<file path="src/rtl/vga_timing_pkg.sv">
`default_nettype none
// ============================================================================
// Module      : vga_timing_pkg
// Description : Default 640x480@60 raster timing constants and helpers that
//               derive axis totals and check that a total fits its counter.
//               No ports (package).
// Revision    : 1.0 - initial release
// ============================================================================
package vga_timing_pkg;

    localparam int C_COUNT_W   = 10;

    localparam int C_H_VISIBLE = 640;
    localparam int C_H_FRONT   = 16;
    localparam int C_H_SYNC    = 96;
    localparam int C_H_BACK    = 48;

    localparam int C_V_VISIBLE = 480;
    localparam int C_V_FRONT   = 10;
    localparam int C_V_SYNC    = 2;
    localparam int C_V_BACK    = 33;

    // Total positions on one axis (pixels per line or lines per frame).
    function automatic int axis_total(input int visible, input int front,
                                      input int sync, input int back);
        return visible + front + sync + back;
    endfunction

    // A counter of 'width' bits can hold every value 0..total-1.
    function automatic bit fits_counter(input int total, input int width);
        return longint'(total) <= (longint'(1) << width);
    endfunction

endpackage : vga_timing_pkg
`default_nettype wire

</file>
<file path="src/rtl/vga_axis_timing.sv">
`default_nettype none
// ============================================================================
// Module      : vga_axis_timing
// Description : One raster axis: wrap counter plus visible/sync decode of the
//               counter's next value, so the parent can register the decode
//               alongside the count.
// Ports       : clk, rst          - clock, synchronous active-high reset
//               advance           - step the counter this cycle
//               count             - current (registered) count
//               count_next        - value count takes on the next edge
//               wrap              - advancing from TOTAL-1 to 0 this cycle
//               visible_next      - count_next lies in the visible region
//               sync_next         - sync level (POL when active) for count_next
// Revision    : 1.0 - initial release
// ============================================================================
module vga_axis_timing
    import vga_timing_pkg::*;
#(
    parameter int COUNT_W = C_COUNT_W,
    parameter int VISIBLE = C_H_VISIBLE,
    parameter int FRONT   = C_H_FRONT,
    parameter int SYNC    = C_H_SYNC,
    parameter int BACK    = C_H_BACK,
    parameter bit POL     = 1'b0
) (
    input  logic               clk,
    input  logic               rst,
    input  logic               advance,
    output logic [COUNT_W-1:0] count,
    output logic [COUNT_W-1:0] count_next,
    output logic               wrap,
    output logic               visible_next,
    output logic               sync_next
);

    localparam int C_TOTAL = axis_total(VISIBLE, FRONT, SYNC, BACK);

    localparam logic [COUNT_W-1:0] C_LAST = COUNT_W'(C_TOTAL - 1);
    // Region bounds carry one extra bit: a sync region ending exactly at
    // 2**COUNT_W must not truncate to zero.
    localparam logic [COUNT_W:0] C_VIS_END  = (COUNT_W+1)'(VISIBLE);
    localparam logic [COUNT_W:0] C_SYNC_BEG = (COUNT_W+1)'(VISIBLE + FRONT);
    localparam logic [COUNT_W:0] C_SYNC_END = (COUNT_W+1)'(VISIBLE + FRONT + SYNC);

    if (!fits_counter(C_TOTAL, COUNT_W)) begin : g_total_too_wide
        $error("vga_axis_timing: axis total %0d exceeds 2**%0d", C_TOTAL, COUNT_W);
    end

    logic [COUNT_W-1:0] r_count;
    logic               w_at_last;
    logic [COUNT_W:0]   w_next_ext;
    logic               w_sync_active;

    assign w_at_last  = (r_count == C_LAST);
    assign wrap       = advance & w_at_last;
    assign count_next = !advance  ? r_count :
                        w_at_last ? '0      : r_count + COUNT_W'(1);

    assign w_next_ext    = {1'b0, count_next};
    assign visible_next  = (w_next_ext < C_VIS_END);
    assign w_sync_active = (w_next_ext >= C_SYNC_BEG) && (w_next_ext < C_SYNC_END);
    assign sync_next     = w_sync_active ? POL : ~POL;

    // Reset parks on the last position so the first advance lands on 0.
    always_ff @(posedge clk) begin
        if (rst) begin
            r_count <= C_LAST;
        end else begin
            r_count <= count_next;
        end
    end

    assign count = r_count;

endmodule : vga_axis_timing
`default_nettype wire

</file>
<file path="src/rtl/vga_timing_generator.sv">
`default_nettype none
// ============================================================================
// Module      : vga_timing_generator
// Description : Parametrised VGA raster timing generator. Horizontal and
//               vertical counters advance on pix_en; sync, blanking,
//               (down-scaled) coordinates and line/frame strobes are decoded
//               from the next counter values and registered with them.
// Ports       : clk, rst          - clock, synchronous active-high reset
//               pix_en            - pixel tick, all state advances only on it
//               hCount, vCount    - raster counters
//               x_pixel, y_pixel  - visible coordinates >> SCALE_SHIFT, else 0
//               drawn_en          - inside the visible area
//               hsync, vsync      - sync outputs at programmed polarity
//               line_start        - high for one tick while hCount==0
//               frame_start       - high for one tick while at (0,0)
// Revision    : 1.0 - initial release
// ============================================================================
module vga_timing_generator
    import vga_timing_pkg::*;
#(
    parameter int COUNT_W     = C_COUNT_W,
    parameter int H_VISIBLE   = C_H_VISIBLE,
    parameter int H_FRONT     = C_H_FRONT,
    parameter int H_SYNC      = C_H_SYNC,
    parameter int H_BACK      = C_H_BACK,
    parameter int V_VISIBLE   = C_V_VISIBLE,
    parameter int V_FRONT     = C_V_FRONT,
    parameter int V_SYNC      = C_V_SYNC,
    parameter int V_BACK      = C_V_BACK,
    parameter bit H_SYNC_POL  = 1'b0,
    parameter bit V_SYNC_POL  = 1'b0,
    parameter int SCALE_SHIFT = 0
) (
    input  logic               clk,
    input  logic               rst,
    input  logic               pix_en,
    output logic [COUNT_W-1:0] hCount,
    output logic [COUNT_W-1:0] vCount,
    output logic [COUNT_W-1:0] x_pixel,
    output logic [COUNT_W-1:0] y_pixel,
    output logic               drawn_en,
    output logic               hsync,
    output logic               vsync,
    output logic               line_start,
    output logic               frame_start
);

    logic [COUNT_W-1:0] w_h_next;
    logic [COUNT_W-1:0] w_v_next;
    logic               w_h_wrap;
    logic               w_v_wrap;
    logic               w_h_vis;
    logic               w_v_vis;
    logic               w_h_sync;
    logic               w_v_sync;
    logic               w_drawn_next;

    vga_axis_timing #(
        .COUNT_W (COUNT_W),
        .VISIBLE (H_VISIBLE),
        .FRONT   (H_FRONT),
        .SYNC    (H_SYNC),
        .BACK    (H_BACK),
        .POL     (H_SYNC_POL)
    ) u_h_axis (
        .clk          (clk),
        .rst          (rst),
        .advance      (pix_en),
        .count        (hCount),
        .count_next   (w_h_next),
        .wrap         (w_h_wrap),
        .visible_next (w_h_vis),
        .sync_next    (w_h_sync)
    );

    // The vertical axis steps once per completed line.
    vga_axis_timing #(
        .COUNT_W (COUNT_W),
        .VISIBLE (V_VISIBLE),
        .FRONT   (V_FRONT),
        .SYNC    (V_SYNC),
        .BACK    (V_BACK),
        .POL     (V_SYNC_POL)
    ) u_v_axis (
        .clk          (clk),
        .rst          (rst),
        .advance      (w_h_wrap),
        .count        (vCount),
        .count_next   (w_v_next),
        .wrap         (w_v_wrap),
        .visible_next (w_v_vis),
        .sync_next    (w_v_sync)
    );

    assign w_drawn_next = w_h_vis & w_v_vis;

    logic [COUNT_W-1:0] r_x_pixel;
    logic [COUNT_W-1:0] r_y_pixel;
    logic               r_drawn_en;
    logic               r_hsync;
    logic               r_vsync;
    logic               r_line_start;
    logic               r_frame_start;

    // Counters reach 0 only by wrapping (reset parks them on TOTAL-1), so the
    // wrap signals are exactly "next count is 0". A v wrap always coincides
    // with an h wrap, which makes it the start of frame.
    always_ff @(posedge clk) begin
        if (rst) begin
            r_x_pixel     <= '0;
            r_y_pixel     <= '0;
            r_drawn_en    <= 1'b0;
            r_hsync       <= ~H_SYNC_POL;
            r_vsync       <= ~V_SYNC_POL;
            r_line_start  <= 1'b0;
            r_frame_start <= 1'b0;
        end else if (pix_en) begin
            r_x_pixel     <= w_drawn_next ? (w_h_next >> SCALE_SHIFT) : '0;
            r_y_pixel     <= w_drawn_next ? (w_v_next >> SCALE_SHIFT) : '0;
            r_drawn_en    <= w_drawn_next;
            r_hsync       <= w_h_sync;
            r_vsync       <= w_v_sync;
            r_line_start  <= w_h_wrap;
            r_frame_start <= w_v_wrap;
        end
    end

    assign x_pixel     = r_x_pixel;
    assign y_pixel     = r_y_pixel;
    assign drawn_en    = r_drawn_en;
    assign hsync       = r_hsync;
    assign vsync       = r_vsync;
    assign line_start  = r_line_start;
    assign frame_start = r_frame_start;

endmodule : vga_timing_generator
`default_nettype wire

</file>
<file path="config.mk">
export PLATFORM = sky130hd
export DESIGN_NAME = vga_timing_generator
export DESIGN_NICKNAME = d
export VERILOG_FILES = /design/src/rtl/vga_timing_pkg.sv /design/src/rtl/vga_axis_timing.sv /design/src/rtl/vga_timing_generator.sv
export SDC_FILE = /design/constraint.sdc
export NUM_CORES = 1
export LEC_CHECK = 0
export ABC_AREA = 1
export CORE_MARGIN = 2
export CORE_UTILIZATION = 55
export DETAILED_ROUTE_END_ITERATION = 8
export GPL_TIMING_DRIVEN = 0
export HOLD_SLACK_MARGIN = 0.12
export PLACE_DENSITY = 0.85
export SLEW_MARGIN = 0
export SYNTH_ARGS = -nofsm -noshare
export SYNTH_HDL_FRONTEND = slang
export SYNTH_SLANG_ARGS = --single-unit
</file>
<file path="constraint.sdc">
create_clock -name clk -period 4.2 [get_ports clk]
set_clock_uncertainty 0.2 [all_clocks]
set_input_delay 0.42 -clock clk [delete_from_list [all_inputs] [get_ports clk]]
set_output_delay 0.42 -clock clk [all_outputs]
set_load 0.02 [all_outputs]
</file>
### Word level (Yosys, flattened, before mapping)

Index checks and enable logic that the tools add are counted.

| storage, ports and cells | value |
|---|---|
| register bits | 45 |
| latch bits | 0 |
| bits in writable memories | 0 |
| ROM bits | 0 |
| input port bits | 3 |
| output and inout port bits | 45 |
| word-level logic and storage cells | 32 |
| memories kept | 0 |

| operators by class | value |
|---|---|
| add/subtract/negate cells | 2 |
| multiply operators | 0 |
| div/mod/pow operators | 0 |
| order comparisons | 6 |
| eq/ne operators | 2 |
| shift operators | 0 |
| mux-type cells | 8 |
| bitwise operators | 3 |
| reduce and logical (&&, ||, !) cells | 2 |

Operators with widths:

| kind | count |
|---|---|
| 2-to-1 mux 10 bit | 6 |
| adder 10 x 1 -> 10 bit (second input constant) | 2 |
| == test 10 bit (second input constant) | 2 |
| less-than comparator 10 bit (second input constant) | 2 |
| less-than comparator 10 x 9 -> 1 bit (second input constant) | 2 |
| >= comparator 10 bit (second input constant) | 1 |
| >= comparator 10 x 9 -> 1 bit (second input constant) | 1 |
| AND 1 bit | 3 |
| logical AND 1 bit | 2 |
| 2-to-1 mux 1 bit | 2 |

### Longest topological paths before layout

Gate-level depths: netlist of run 1.

| logic depth | value |
|---|---|
| word-level depth | 6 |
| mapped depth | 14 |
| depth with buffers taken out | 13 |

### Cells and area by module

From an unflattened synthesis of run 1, not the netlist that was laid out.

| second synthesis, totals | value |
|---|---|
| cells, all modules | 332 |
| area total of the unflattened synthesis | 2336.0 um^2 |

Modules (own cells, without submodules):

| module | instances | cells an instance | area each (um^2) | seq. area each (um^2) |
|---|---|---|---|---|
| vga_timing_generator | 1 | 113 | 992.2 | 500.5 |
| vga_axis_timing at u_v_axis | 1 | 110 | 685.7 | 200.2 |
| vga_axis_timing at u_h_axis | 1 | 109 | 658.1 | 200.2 |

### Least setup slack after synthesis of run 1

Ideal clock, no wire load.

| timing | value |
|---|---|
| path kind | flip-flop to flip-flop |
| start point | reg u_h_axis.r_count[1], in the netlist u_h_axis.count[1] |
| end point | reg r_x_pixel[5], in the netlist x_pixel[5] |
| library setup time | 112 ps |
| data arrival time | 1822 ps |
| data required time | 3888 ps |
| slack | 2066 ps |
| stages on the path, launching flop included | 14 |
| buffers on the path | 1 |
| path through | dfxtp_1 > ha_1 > inv_1 > nor2_1 > nand3_1 > nor2_1 > nand3_1 > nand2_1 > nand2_1 > nor2_2 > nor2_4 > buf_6 > nand3_2 > nand2_2 |

| between the ends | value |
|---|---|
| word-level cells in the longest chain between the ends | 6 |
| elaborated cells between the ends (all ways) | 10 |
| those cells by class | add/sub (1); order compare (2); eq/ne (1); mux (4); bitwise (2) |

Ends and longest elaborated chain:

| item | RTL line | source |
|---|---|---|
| start, declared | vga_axis_timing.sv:49 | `logic [COUNT_W-1:0] r_count;` |
| start signal, assigned | vga_axis_timing.sv:69 | `r_count <= count_next;` |
| adder 10 x 1 -> 10 bit / == test 10 bit (equally long branches) | vga_axis_timing.sv:57, vga_axis_timing.sv:54 |  |
| 2-to-1 mux 10 bit / AND 1 bit (equally long branches) | vga_axis_timing.sv:57, vga_axis_timing.sv:55 |  |
| 2-to-1 mux 10 bit | vga_axis_timing.sv:56 | `assign count_next = !advance ? r_count :` |
| less-than comparator 10 bit / less-than comparator 10 x 9 -> 1 bit (equally long branches) | vga_axis_timing.sv:60 | `assign visible_next = (w_next_ext < C_VIS_END);` |
| AND 1 bit | vga_timing_generator.sv:95 | `assign w_drawn_next = w_h_vis & w_v_vis;` |
| 2-to-1 mux 10 bit (*) | vga_timing_generator.sv:118 | `r_x_pixel <= w_drawn_next ? (w_h_next >> SCALE_SHIFT) : '0;` |
| end signal, assigned | vga_timing_generator.sv:118 |  |
| end, declared | vga_timing_generator.sv:97 | `logic [COUNT_W-1:0] r_x_pixel;` |

Every way passes the cells marked *; elsewhere a longest branch is shown, timed or not.
A chain may end at the register's enable or synchronous reset.

### Final worst setup path of run 1

| timing | value |
|---|---|
| start point | reg u_h_axis.r_count[0], in the netlist u_h_axis.count[0] |
| end point | reg r_x_pixel[8], in the netlist x_pixel[8] |

The elaborated chain is that of the path after synthesis.

==> impl_metrics.toml, run 1 <==
[cts]
clkSlewWorstSetupHoldPaths_ns = 0.08
post_cts_resized = 0
cts.path.max_buffers = 2
cts_root_buffer = "clkbuf_8"
clk_latency_ns = 0.30
cts_hold_buf = 0
cts_buffers = 5
cts.sinks = 45
cts_setup_buffers = 0
cts_tree = "built"
htreeDepth = 2

[run]
maxCapViolCount = 0

[synthesis]
yosys-top-cells-area = "dfxtp_1 38%, nand2_1 16%, nand3_2 8.4%"
synth_nets = 347
synth_area_um2 = 2395
synth-main-ff-cell = "dfxtp_1"
synthMuxAreaShare_pct = 0
async_flop_share_pct = 0
synth_top_area_share_pct = 37.62
synth_edf_count = 0
synth.distinct_cells = 28
synthAdderAreaFrac_pct = 1.567
ys_seq_area_share_pct = 37.62
synth_compound_area_share_pct = 5.277
yosysWarnings = 0
synth_top_family_by_area = "simple AND/OR/NAND/NOR gates"
syn_avg_cell_area_um2 = 7.023
ys_seq_elements = 45
synth_xor_area_share_pct = 0.3657
synth_cells = 341
yosys-top-cells-count = "100 x nand2_1, 48 x nor2_1, 45 x dfxtp_1, 27 x inv_1, 24 x nand3_1"
synth.most_common_cell = "nand2_1"
synthSimpleGateAreaFrac_pct = 48.22
yosysTopAreaCell = "dfxtp_1"

[timing]
worstMarginPinSlew_ns = 0.6328
fmax_mhz = 413.6
rsz0062_at_grt = "false"
hold_viol = 0
finalCriticalPeriod_ns = 2.418
slew_headroom_pct = 57.28
min_period_over_period_pct = 57.57
final_max_slew_viol_count = 0
setup_tns_ns = 0
setup_viol = 0

[worst_setup_path]
endpoint_kind = "flop"
worstReg2RegEnd = "x_pixel[8]"
critPathArrivalTime_ns = 2.42
crit_fanout = 10
crit_path_start_kind = "flop"
r2r-start = "u_h_axis.count[0]"
ff2ff_setup_slack_ns = 1.78
crit_required_ns = 4.20
critPathKind = "flop to flop"
reg2regPathDepth = 13

[run_status]
status = "complete, no violations"

[power]
powerDensity_nw_per_um2 = 389.0
p_int_uw = 800.6
seqPwrFrac_pct = 40.1
power.switching_uw = 390.4
finalPower_mw = 1.191
ir_drop_uv = 319.4
pwr-share-clk_pct = 32.7
swShare_pct = 32.78
pwr-share-comb_pct = 27.1
p_leak_nw = 1.326

[routing]
first_pass_iters = 5
drt_wl_total_mm = 6.079
drt-initial-drc-count = 190
postRouteAntennaNets = 0
drt-vias-per-instance = 5.224
drcViolationCount = 0
num_vias = 2330
wire_per_inst_um = 13.63

[global_routing]
grt_pass1_vias = 2179
grt_usage_pct = 25.90
grt_max_degree = 15
grt_pass1_wl_mm = 10.26
overflow = 0
grt_antenna_before_repair = 0

[placed_design]
dp_hpwl_mm = 4.589
port_buffers = 47
gp_congestion = 0.9302

[floorplan]
die_h_um = 69.99
ios = 48
start_util_pct = 58.60
dieArea_um2 = 4898
core_area_um2 = 4086
die-width_um = 69.99
rows = 23

[min_path]
hold_depth = 2
hold_path_end = "y_pixel[9]"
hp-start = "y_pixel[9]"
hold_path_class = "flop to flop"

[cells_and_area]
drive_gt1_share_pct = 16.16
layout.nets = 401
syn_to_final_growth_pct = 27.85
diodes = 0
==> cell type report <==
cell class | count | area, um2
timing repair buffer | 47 | 470.5
sequential | 45 | 900.9
multi-input combinational | 257 | 1328
fill | 353 | 1025
tap | 50 | 62.56
inverter | 28 | 105.1
buffer | 11 | 61.31
clock buffer | 5 | 68.82
clock inverter | 3 | 65.06
==> layer usage <==
layer | GRT usage [%] | share of wire, %
met1 | 35.63 | 46
met2 | 41.69 | 45
met3 | 5.195 | 7.3
met4 | 6.410 | 0.84
met5 | 0 | 0
==> stage by stage <==
step | cell area, um2 | setup slack (ns) | cells | hold slack, ns | util, %
after floorplan | 2395 | 2.066 | 341 | 0.3193 | -
after global placement | 2928 | 1.568 | 438 | 0.2381 | 71.65
after detailed placement | 2928 | 1.535 | 438 | 0.2397 | 71.65
after CTS | 3062 | 1.820 | 446 | 0.2588 | 74.92
after global routing | 3062 | 1.633 | 446 | 0.2843 | 74.92
final | 3062 | 1.782 | 446 | 0.2579 | 74.92
==> state kept, by name (all words and copies together), names as in the netlist <==
| register | flops |
|---|---|
| u_h_axis.count | 10 |
| hsync | 1 |
| x_pixel | 10 |
| vsync | 1 |
| line_start | 1 |
| frame_start | 1 |
| y_pixel | 10 |
| u_v_axis.count | 10 |
| drawn_en | 1 |
==> cell usage in the layout (no fill, tap or decap), drive strengths merged <==
master	Yosys	final
bufinv	0	2
nand2	122	122
dfxtp	45	45
a31oi	1	1
o311ai	1	1
and2	1	1
nor3	2	2
ha	3	3
inv	28	28
clkdlybuf4s50	0	47
clkinv	0	1
xor2	1	1
clkbuf	5	10
o21bai	3	3
nor2	53	53
buf	6	6
o21ai	8	8
nand3b	1	1
a21oi	6	6
nand3	44	44
o211ai	2	2
nand4	9	9
==> worst max-delay path, cell delays in order (launching register included) <==
cell	delay [ns]
dfxtp_1	0.41
ha_1	0.25
inv_1	0.05
nor2_1	0.15
nand3_1	0.09
nor2_1	0.32
nand3_1	0.16
nand2_1	0.11
nand2_1	0.07
nor2_2	0.18
nor2_4	0.06
buf_6	0.15
nand3_2	0.07
nand2_2	0.04
==> cell families (layout without fill, tap and decap cells) <==
kind of cell    after synthesis  in the layout
compound gates               21             21
simple gates                232            232
xor+xnor                      1              1
fa+ha+maj                     3              3
flops                        45             45
buf+inv                      39             94
==> how the worst max path moves through the flow <==
stage | startpoint | end | depth (start not counted)
final | u_h_axis.count[0] | x_pixel[8] | 13
after CTS | u_h_axis.count[0] | x_pixel[8] | 13
after global placement | pix_en | x_pixel[4] | 10
after global routing | u_v_axis.count[0] | x_pixel[3] | 13
after floorplan | u_h_axis.count[1] | x_pixel[5] | 13
after detailed placement | pix_en | x_pixel[5] | 10
==> power groups by stage <==
stage	Sequential, mW	Clock, mW	Combinational (mW)
detailed placement	0.488	0	0.318
CTS	0.478	0.396	0.321
floorplan	0.513	0	0.191
global placement	0.487	0	0.314
finish	0.478	0.390	0.323
global route	0.483	0.410	0.354
(Power assumes the default switching activity.)
==> run 2: changes to the inputs <==
--- a/config.mk
+++ b/config.mk
@@ -7,11 +7,11 @@
 export LEC_CHECK = 0
 export ABC_AREA = 1
 export CORE_MARGIN = 2
-export CORE_UTILIZATION = 55
+export CORE_UTILIZATION = 46
 export DETAILED_ROUTE_END_ITERATION = 8
 export GPL_TIMING_DRIVEN = 0
 export HOLD_SLACK_MARGIN = 0.12
-export PLACE_DENSITY = 0.85
+export PLACE_DENSITY = 0.75
 export SLEW_MARGIN = 0
 export SYNTH_ARGS = -nofsm -noshare
 export SYNTH_HDL_FRONTEND = slang
==> constraint.sdc (replaced) <==
create_clock -name clk -period 2.1 [get_ports clk]
set_clock_uncertainty 0.2 [all_clocks]
set_input_delay 0.21 -clock clk [delete_from_list [all_inputs] [get_ports clk]]
set_output_delay 0.21 -clock clk [all_outputs]
set_load 0.02 [all_outputs]
==> run 2 against run 1 <==
  * Global-route usage down 1.8 points
  * The flow now finishes with violations (negative setup slack)
  * Count of clock-buffer cells in the layout unchanged
  * Final cell count up 11%
  * Utilization down 3.7 points
  * Largest cell class unchanged
  * Via count up 14%
==> impl_metrics.toml, run 2 (synthesis gave the netlist of run 1 again) <==
[global_routing]
grt_pass1_vias = 2343
grt_antenna_before_repair = 0
grt_max_degree = 15
overflow = 0
grt_usage_pct = 24.08
grt_pass1_wl_mm = 11.28

[worst_setup_path]
crit_slowest_cell = "dfxtp_4"
cp_cell_sequence = "ha_4 -> nand2_4 -> nor2_4 -> buf_6 -> nand3_2 -> nor2_4 -> nand3_2 -> nand3_2 -> nand2_2 -> nor2_4 -> buf_12 -> buf_8 -> nand3_2 -> nand2_2"
cp_common_cell = "nand3_2"
critPathKind = "flop to flop"
crit_required_ns = 2.16
critPathArrivalTime_ns = 2.29
crit_path_start_kind = "flop"
crit_fanout = 5
crit_path_max_incr_delay_ns = 0.37
endpoint_kind = "flop"

[cts]
cts_hold_buf = 0
cts_tree = "built"
cts.path.max_buffers = 2
cts_root_buffer = "clkbuf_8"
clk_latency_ns = 0.31
cts_buffers = 5
clkSlewWorstSetupHoldPaths_ns = 0.08
htreeDepth = 2
cts.sinks = 45

[timing]
min_period_over_period_pct = 106.3
final_max_slew_viol_count = 0
fmax_mhz = 447.9
slew_headroom_pct = 51.12
setup_viol = 21
finalCriticalPeriod_ns = 2.233
hold_viol = 0
holdWs_ns = 0.2552
worst_slack_ns = -0.1328
rsz0062_at_grt = "true"
worstMarginPinSlew_ns = 0.7239

[floorplan]
ios = 48
core_area_um2 = 5075
die_h_um = 76.16
start_util_pct = 47.19
rows = 26
dieArea_um2 = 5800
die-width_um = 76.16

[power]
ir_drop_uv = 491.8
powerDensity_nw_per_um2 = 761.5
p_leak_nw = 1.513

[routing]
drt-initial-drc-count = 320
drcViolationCount = 0
postRouteAntennaNets = 0
wire_per_inst_um = 15.46
drt-vias-per-instance = 5.366
num_vias = 2651
first_pass_iters = 5
drt_wl_total_mm = 7.636

[run_status]
failed_checks = "negative setup slack"
status = "complete, but fails checks"

[cells_and_area]
final_cell_count_no_fill = 494
layout.cells.most_common = "nand2_1"
final_cell_mix = "89 x nand2_1, 47 x clkdlybuf4s50_1, 40 x nor2_1"
drive_gt1_share_pct = 32.31
layout.nets = 429
num-fill-cells = 386
syn_to_final_growth_pct = 50.89
diodes = 0

[placed_design]
dpl.cell_count = 458
dp_worst_setup_slack_ns = -0.3387
port_buffers = 47
gp_congestion = 0.9125
dp_hpwl_mm = 4.312

[min_path]
hold_path_class = "flop to flop"

[run]
maxCapViolCount = 0
run 2: cell count changes in the layout (fill, tap and decap cells not counted), moves of 3 or more:
| cell | before | now |
|---|---|---|
| nor2_2 | 2 | 5 |
| dfxtp_2 | 0 | 8 |
| nand3_4 | 0 | 7 |
| nand2_1 | 100 | 89 |
| nor2_1 | 48 | 40 |
| dfxtp_4 | 0 | 3 |
| nand3_1 | 24 | 16 |
| buf_4 | 0 | 21 |
| nand2_2 | 22 | 32 |
| buf_6 | 2 | 5 |
| dfxtp_1 | 45 | 34 |
| nor2_4 | 3 | 8 |
run 2: through the flow:
stage | TNS (ns) | power, mW | area [um2] | utilization, %
detailed placement | -6.637 | 1.609 | 2957 | 58.26
CTS | -0.9466 | 2.591 | 3422 | 67.43
global placement | -6.425 | 1.603 | 2957 | 58.26
global route | -3.617 | 2.841 | 3613 | 71.20
finish | -1.722 | 2.752 | 3613 | 71.20
floorplan | 0 | 1.409 | 2399 | -
run 2: path summary, 6_finish.rpt:
| path | cells past startpoint | endpoint | slack, ns | start |
|---|---|---|---|---|
| setup / recovery | 14 | y_pixel[4] | -0.13 | u_h_axis.count[0] |
| hold / removal | 2 | y_pixel[9] | 0.26 | y_pixel[9] |
| setup reg to reg | 14 | y_pixel[4] | -0.13 | u_h_axis.count[0] |
| hold reg to reg | 2 | y_pixel[9] | 0.26 | y_pixel[9] |
run 2: report_power, final:
part,switching [mW],internal [mW]
combinational,0.570,0.428
clock,0.314,0.473
sequential,0.0626,0.905
run 2: what timing repair did:
item,4_1_cts,5_1_grt
pin swaps,15,21
endpoints found under the setup margin,21,22
hold endpoints to repair,0,0
gates cloned,2,0
setup buffers,20,8
gates resized for setup,35,40
run 2: final cells by class:
type                    instances  area [um2]  area share [%]
plain buffers                  11       73.82           2.043
clock buffers                   5       68.82           1.904
clock inverters                 3       65.06           1.801
inverters                      28       105.1           2.909
multi-input cells             257        1546           42.80
flip-flops and latches         45       922.1           25.52
well taps                      70       87.58           2.424
repair buffers                 75       744.5           20.60
run 2: metal layers:
layer | GRT usage [%] | wire [um] | vias to the layer above | part of all wire (%)
met5 | 0 | 0 | - | 0
li1 | - | - | 1256 | -
met2 | 40.09 | 3537 | 146 | 46
met4 | 10.73 | 290 | 0 | 3.8
met3 | 4.028 | 548 | 37 | 7.2
met1 | 30.82 | 3260 | 1212 | 43
run 2: worst max-delay path, delay by kind of cell, from the launching register on:
kind | cells | cell delay, ns
buffers and inverters | 3 | 0.38
DFF | 1 | 0.37
adders and majority gates | 1 | 0.16
and+or+nand+nor | 10 | 1.07
==> run 3: changes to the inputs <==
==> constraint.sdc (replaced) <==
create_clock -name clk -period 2 [get_ports clk]
set_clock_uncertainty 0.2 [all_clocks]
set_input_delay 0.2 -clock clk [delete_from_list [all_inputs] [get_ports clk]]
set_output_delay 0.2 -clock clk [all_outputs]
set_load 0.02 [all_outputs]
==> run 3 against run 2 <==
  * Wire length down 15%
  * Worst setup slack worse by 0.070 ns
  * Clock power fell by 9.0%
  * The flow still finishes with violations (negative setup slack)
  * Cell area fell by 6.0%
  * Utilization decreased by 4.3 points
  * Power fell by 5.1%
  * Sequential power rose by 4%
  * Fmax increased by 1.4%
==> impl_metrics.toml, run 3 (synthesis gave the netlist of run 1 again) <==
[run_status]
status = "complete, but fails checks"
failed_checks = "negative setup slack"

[worst_setup_path]
critPathArrivalTime_ns = 2.25
endpoint_kind = "flop"
crit_path_start_kind = "flop"
critPathLaunch = "u_h_axis.count[0]"
critPathKind = "flop to flop"
r2r-start = "u_h_axis.count[0]"
crit_required_ns = 2.05
crit_fanout = 5

[cts]
cts_tree = "built"
clkSlewWorstSetupHoldPaths_ns = 0.08
cts_buffers = 5
htreeDepth = 2
cts.path.max_buffers = 2
cts_root_buffer = "clkbuf_8"
cts.sinks = 45
clk_latency_ns = 0.30

[global_routing]
overflow = 0
grt_usage_pct = 22.67
grt_antenna_before_repair = 0
grt_pass1_vias = 2295
grt_max_degree = 15
grt_pass1_wl_mm = 10.82

[placed_design]
gp_congestion = 0.8815
port_buffers = 47
dp_hpwl_mm = 4.302
dp_worst_setup_slack_ns = -0.4271

[cells_and_area]
final_cell_mix = "95 x nand2_1, 47 x clkdlybuf4s50_1, 41 x nor2_1"
layout.cells.most_common = "nand2_1"
syn_to_final_growth_pct = 41.85
finalCoreUtilization_pct = 66.94
multiInputGateArea_um2 = 1450
diodes = 0
regArea_um2 = 924.6
num-fill-cells = 436
drive_gt1_share_pct = 27.05
layout.nets = 419

[floorplan]
core_area_um2 = 5075
die_h_um = 76.16
die-width_um = 76.16
dieArea_um2 = 5800
ios = 48
start_util_pct = 47.19
rows = 26

[routing]
num_vias = 2455
wire_per_inst_um = 13.40
first_pass_iters = 4
drt_wl_total_mm = 6.488
drt-initial-drc-count = 189
drcViolationCount = 0
postRouteAntennaNets = 0
drt-vias-per-instance = 5.072

[min_path]
hold_path_class = "flop to flop"
hp-start = "y_pixel[9]"

[power]
p_leak_nw = 1.437
finalPower_mw = 2.612
powerDensity_nw_per_um2 = 769.0
ir_drop_uv = 610.1

[timing]
min_period_over_period_pct = 110.1
worstMarginPinSlew_ns = 0.6399
setup_tns_ns = -3.155
worst_slack_ns = -0.2026
final_max_slew_viol_count = 0
rsz0062_at_grt = "true"
slew_headroom_pct = 56.80
hold_viol = 0
fmax_mhz = 454.0
setup_viol = 21
finalCriticalPeriod_ns = 2.203

[run]
maxCapViolCount = 0
==> run 3: cell types whose count changed in the layout (fill, tap and decap cells not counted), sizes merged <==
cell	delta
buf	-10
bufinv	-1
clkinv	-1
clkinvlp	+1
nand4	+1
==> run 3: power by group <==
group          switching (mW)  total (mW)  leakage [nW]  internal (mW)
clock                   0.310       0.716        0.0574          0.406
sequential             0.0604        1.01         0.366          0.950
combinational           0.520       0.885          1.01          0.365
total                   0.891        2.61          1.44           1.72
==> run 3: final timing paths <==
check	depth (start not counted)	endpoint	slack, ns
max	13	x_pixel[8]	-0.20
min	2	y_pixel[9]	0.25
max reg2reg	13	x_pixel[8]	-0.20
min reg2reg	2	y_pixel[9]	0.25
==> run 3: through the flow <==
stage	instances	hold WS (ns)	area (um2)
floorplan	341	0.2001	2410
global placement	458	0.2389	2968
detailed placement	458	0.2303	2968
CTS	484	0.2465	3391
global route	484	0.2699	3397
finish	484	0.2520	3397
==> run 3: area by class of cell <==
class                           instances  area share, %
Clock inverter                          2          1.105
Tap cell                               70          2.578
Inverter                               28          3.094
Buffer                                 11          2.099
Timing Repair Buffer                   64          18.78
Clock buffer                            6          2.431
Sequential cell                        45          27.22
Multi-Input combinational cell        258          42.69
==> run 3: critical path: stages (launching register included) <==
cell	delay, ns
dfxtp_4	0.37
ha_4	0.16
nand2_4	0.06
nor2_4	0.19
nand4_4	0.23
nand3_2	0.15
nand2_1	0.08
nand3_2	0.08
nand2_2	0.07
nor2_4	0.16
buf_12	0.14
buf_8	0.12
nand3_2	0.07
nand2_2	0.07
==> run 3: per-layer routing <==
metal	routed length (um)	global-route usage [%]	up-vias
li1	-	-	1239
met1	3058	31.74	1118
met2	2966	35.89	82
met3	321	3.673	16
met4	140	7.273	0
met5	0	0	-
==> run 3: what timing repair did <==
| action | 4_1_cts | 5_1_grt |
|---|---|---|
| gates cloned | 3 | 0 |
| hold endpoints to repair | 0 | 0 |
| gates resized for setup | 33 | 9 |
| setup buffers | 15 | 1 |
| setup endpoints to repair | 21 | 22 |
| hold buffers | 0 | 0 |
| pin swaps | 16 | 11 |
